## src/rtl/ship_pkg.sv

```systemverilog
`default_nettype none
// ============================================================================
// ship_pkg : shared types and constants for the ship weapon controller
// Revision : 1.0
// ============================================================================
package ship_pkg;

  localparam int MAX_SLOTS = 15;
  localparam int CNT_W     = 8;

  localparam logic [1:0] ST_IDLE     = 2'd0;
  localparam logic [1:0] ST_SELECT   = 2'd1;
  localparam logic [1:0] ST_LAUNCH   = 2'd2;
  localparam logic [1:0] ST_COOLDOWN = 2'd3;

  typedef enum logic [1:0] {
    IDLE     = ST_IDLE,
    SELECT   = ST_SELECT,
    LAUNCH   = ST_LAUNCH,
    COOLDOWN = ST_COOLDOWN
  } state_t;

  function automatic logic [3:0] popcount(input logic [MAX_SLOTS-1:0] v);
    logic [3:0] c;
    c = '0;
    for (int i = 0; i < MAX_SLOTS; i++) begin
      c = c + 4'(v[i]);
    end
    return c;
  endfunction

endpackage
`default_nettype wire

```

## src/rtl/ship_slot_picker.sv

```systemverilog
`default_nettype none
// ============================================================================
// ship_slot_picker : lowest-index free slot allowed by the unlock level
// Revision : 1.0
// ============================================================================
module ship_slot_picker
  import ship_pkg::*;
#(
  parameter int SLOTS        = 4,
  parameter int LOCKED_SLOTS = 2
) (
  input  logic [SLOTS-1:0] busy,
  input  logic             unlocked,
  output logic [SLOTS-1:0] sel,
  output logic             any_free
);

  logic [SLOTS-1:0] enable_mask;
  logic [SLOTS-1:0] eligible;
  logic             found;

  generate
    for (genvar i = 0; i < SLOTS; i++) begin : g_mask
      assign enable_mask[i] = unlocked | (i < LOCKED_SLOTS);
    end
  endgenerate

  assign eligible = ~busy & enable_mask;
  assign any_free = |eligible;

  always_comb begin
    sel   = '0;
    found = 1'b0;
    for (int i = 0; i < SLOTS; i++) begin
      if (eligible[i] && !found) begin
        sel[i] = 1'b1;
        found  = 1'b1;
      end
    end
  end

endmodule
`default_nettype wire

```

## src/rtl/ship_fire_ctl.sv

```systemverilog
`default_nettype none
// ============================================================================
// ship_fire_ctl : fire-button to missile-slot launch sequencer with cooldown
// Revision : 1.0
// ============================================================================
module ship_fire_ctl
  import ship_pkg::*;
#(
  parameter int SLOTS           = 4,
  parameter int LOCKED_SLOTS    = 2,
  parameter int COOLDOWN_FRAMES = 8
) (
  input  logic             pclk,
  input  logic             rst,
  input  logic             fire,
  input  logic             frame_tick,
  input  logic             unlocked,
  input  logic [SLOTS-1:0] slot_done,
  output logic [SLOTS-1:0] launch,
  output logic [SLOTS-1:0] slot_busy,
  output logic [3:0]       active_count,
  output logic             cooldown
);

  state_t           state;
  logic             fire_prev;
  logic [CNT_W-1:0] cnt;
  logic             press;
  logic [SLOTS-1:0] pick;
  logic             any_free;

  assign press = fire & ~fire_prev;

  ship_slot_picker #(
    .SLOTS        (SLOTS),
    .LOCKED_SLOTS (LOCKED_SLOTS)
  ) u_picker (
    .busy     (slot_busy),
    .unlocked (unlocked),
    .sel      (pick),
    .any_free (any_free)
  );

  // launch doubles as the registered selection; it is only nonzero in LAUNCH
  always_ff @(posedge pclk) begin
    if (rst) begin
      state        <= IDLE;
      fire_prev    <= 1'b1;
      launch       <= '0;
      slot_busy    <= '0;
      active_count <= '0;
      cooldown     <= 1'b0;
      cnt          <= '0;
    end else begin
      fire_prev    <= fire;
      launch       <= '0;
      slot_busy    <= (slot_busy & ~slot_done) | launch;
      active_count <= popcount(MAX_SLOTS'(slot_busy));
      case (state)
        IDLE: begin
          if (press) state <= SELECT;
        end
        SELECT: begin
          if (any_free) begin
            launch <= pick;
            state  <= LAUNCH;
          end else begin
            state <= IDLE;
          end
        end
        LAUNCH: begin
          cnt      <= CNT_W'(COOLDOWN_FRAMES);
          cooldown <= 1'b1;
          state    <= COOLDOWN;
        end
        COOLDOWN: begin
          if (frame_tick) begin
            if (cnt == CNT_W'(1)) begin
              cnt      <= '0;
              cooldown <= 1'b0;
              state    <= IDLE;
            end else begin
              cnt <= cnt - CNT_W'(1);
            end
          end
        end
        default: state <= IDLE;
      endcase
    end
  end

endmodule
`default_nettype wire

```

## config.mk

```make
export PLATFORM = sky130hd
export DESIGN_NAME = ship_fire_ctl
export DESIGN_NICKNAME = d
export VERILOG_FILES = /design/src/rtl/ship_pkg.sv /design/src/rtl/ship_slot_picker.sv /design/src/rtl/ship_fire_ctl.sv
export SDC_FILE = /design/constraint.sdc
export NUM_CORES = 1
export LEC_CHECK = 0
export CAP_MARGIN = 40
export CORE_ASPECT_RATIO = 0.75
export CORE_MARGIN = 3
export CORE_UTILIZATION = 53
export DETAILED_ROUTE_END_ITERATION = 10
export PLACE_DENSITY_LB_ADDON = 0.2
export SYNTH_ARGS = -nofsm -noshare
export SYNTH_HDL_FRONTEND = slang
export SYNTH_SLANG_ARGS = --single-unit
```

## constraint.sdc

```tcl
create_clock -name pclk -period 2.7 [get_ports pclk]
set_clock_uncertainty 0.1 [all_clocks]
set_input_delay 0.54 -clock pclk [delete_from_list [all_inputs] [get_ports pclk]]
set_output_delay 0.54 -clock pclk [all_outputs]
set_load 0.1 [all_outputs]
```

==> results.cfg <==
[layout]
drive_above_1_share_pct = 15.8
multiInputGateArea_sq_um = 563
fin_nets = 164
n_fill_cell = 139
areaGrowthSynthToFinish_pct = 19.0
final_cell_mix = 23 x dfxtp_1, 15 x inv_1, 13 x buf_4
seq_area_sq_um = 460
final_common_cell = dfxtp_1
design_area_sq_um = 1310
diodes = 0

[timing]
setup_viol = 0
finalSetupTns_ns = 0
relSlewSlack_pct = 55.0
fmax_mhz = 523
fin_crit_sh_pct = 70.9
holdWs_ns = 0.388
drv_slew = 0
rsz0062_at_grt = no
tightest_slew_ns = 0.665
min_period_ns = 1.91
hold_viol_final = 0

[job]
maxCapViolCount = 0

[place]
port_buffers = 20
dp_hpwl_microns = 1660
gp_congestion = 0.804
post_dp_cell_area_sq_um = 1280

[clock_tree]
cts.sinks = 23
cts_root_buffer = clkbuf_4
hold_buffers = 0
htreeDepth = 1
cts_setup_buffers = 0
cts.repair.resized = 0
clk_latency_ns = 0.31
cts-buffers-inserted = 3
cts_tree = built
cts_max_path_buffers = 2
cts.clk_slew.worst_paths_ns = 0.12

[synth]
ys.flop_type = dfxtp_1
synthDistinctLibCells = 33
yosysWarnings = 0
synth_seq_cells = 23
synthCells = 125
syn_nets = 142
syn_avg_cell_area_sq_um = 8.82
synth_edf_count = 0
synthesis.area_sq_um = 1100
ys_seq_area_share_pct = 41.8
async_flop_share_pct = 0

[die]
rows = 13
io_pins = 22
fp.coreArea_sq_um = 1850
initial_core_util_pct = 59.4
die_x_microns = 58.7
die_h_microns = 45.5
fp.dieArea_sq_um = 2670

[setup_path]
worstPathMaxFanout = 7
critPathKind = flip-flop to flip-flop
critPathRequiredTime_ns = 2.81
critPathCaptureType = flip-flop
crit_path_start_kind = flip-flop
r2r_setup_slack_ns = 0.79
crit_arrival_ns = 2.03

[route]
post_drt_wl_per_cell_microns = 13.4
vias_per_cell = 5.42
drc = 0
final_antenna_net_count = 0
dr.pass1.iters = 4
drt-initial-drc-count = 44
wirelength_microns = 2250
vias = 911

[grt]
antenna_found_initial = 0
track_usage_pct = 19.6
grt_pass1_vias = 866
grt_start_max_net_pins = 17
grt_overflow_total = 0
grt_pass1_wl_microns = 3910

[hold_path]
hold_class = flip-flop to flip-flop

[power]
power_uw = 750
powerDensity_nw_per_um2 = 572
total_leakage_power_nw = 0.566
ir_drop_v = 0.000457

[status]
outcome = complete, no violations
==> cell families after synthesis <==
family	synth area share, %
xor+xnor	0.795
compound gates	15.6
buf+inv	7.15
fa+ha+maj	9.76
other cells	0.340
flops	41.8
simple gates	24.6
==> synth_stat cells (2+ instances only) <==
cell type | number | share of area [%]
a31oi_1 | 5 | 2.8
clkbuf_1 | 2 | 0.68
nor2b_1 | 4 | 2.3
nor4_1 | 2 | 1.1
buf_4 | 2 | 1.4
a21boi_1 | 2 | 1.4
a21oi_1 | 11 | 5.0
nand2b_1 | 4 | 2.3
inv_1 | 15 | 5.1
nand3_1 | 3 | 1.4
nor2_1 | 12 | 4.1
nand2_1 | 10 | 3.4
o21ai_1 | 3 | 1.4
ha_1 | 7 | 7.9
dfxtp_1 | 23 | 42
nor3_1 | 3 | 1.4
==> flip-flops by register name, indices dropped and copies added, names as in the netlist, named ones only <==
name          cells
active_count      3
cnt               8
cooldown          1
fire_prev         1
launch            4
slot_busy         4
state             1
==> per-stage QoR <==
stage	worst slack [ns]	util [%]	std cells
final	0.786	70.7	168
after global routing	0.658	70.7	168
after CTS	0.771	70.7	168
after detailed placement	0.605	69.3	164
after global placement	0.690	69.3	164
after floorplan	0.160	-	125
==> worst max-delay path, stage by stage, from the launching register on <==
cell	delay (ns)
dfxtp_1	0.48
inv_1	0.10
fa_1	0.54
inv_1	0.04
ha_1	0.17
ha_1	0.26
nor2b_1	0.13
==> area by class of cell <==
| type | count | area share, % |
|---|---|---|
| inverters | 15 | 4.29 |
| well taps | 22 | 2.10 |
| clock buffers | 4 | 2.00 |
| multi-input cells | 83 | 42.9 |
| repair buffers | 21 | 13.5 |
| flip-flops and latches | 23 | 35.1 |
==> power breakdown <==
group / total (mW) / internal, mW / switching [mW]
sequential: 0.400 / 0.362 / 0.0377
clock: 0.156 / 0.0578 / 0.0985
combinational: 0.194 / 0.0733 / 0.121
total: 0.750 / 0.493 / 0.257
==> layer usage <==
metal  wire length, microns  GRT usage (%)  part of all wire (%)  vias up
met1                   1070           26.2                    48      414
met4                     17           5.88                  0.76        0
met3                    168           5.95                   7.5        2
li1                       -              -                     -      462
met2                    988           30.7                    44       33
met5                      0              0                     0        -
==> path summary, 6_finish.rpt <==
kind | start | to | cells after the start
max reg2reg | slot_busy[0] | active_count[1] | 6
min reg2reg | launch[2] | slot_busy[2] | 2
max | slot_busy[0] | active_count[1] | 6
min | launch[2] | slot_busy[2] | 2
Power figures use the tool's default switching activity.
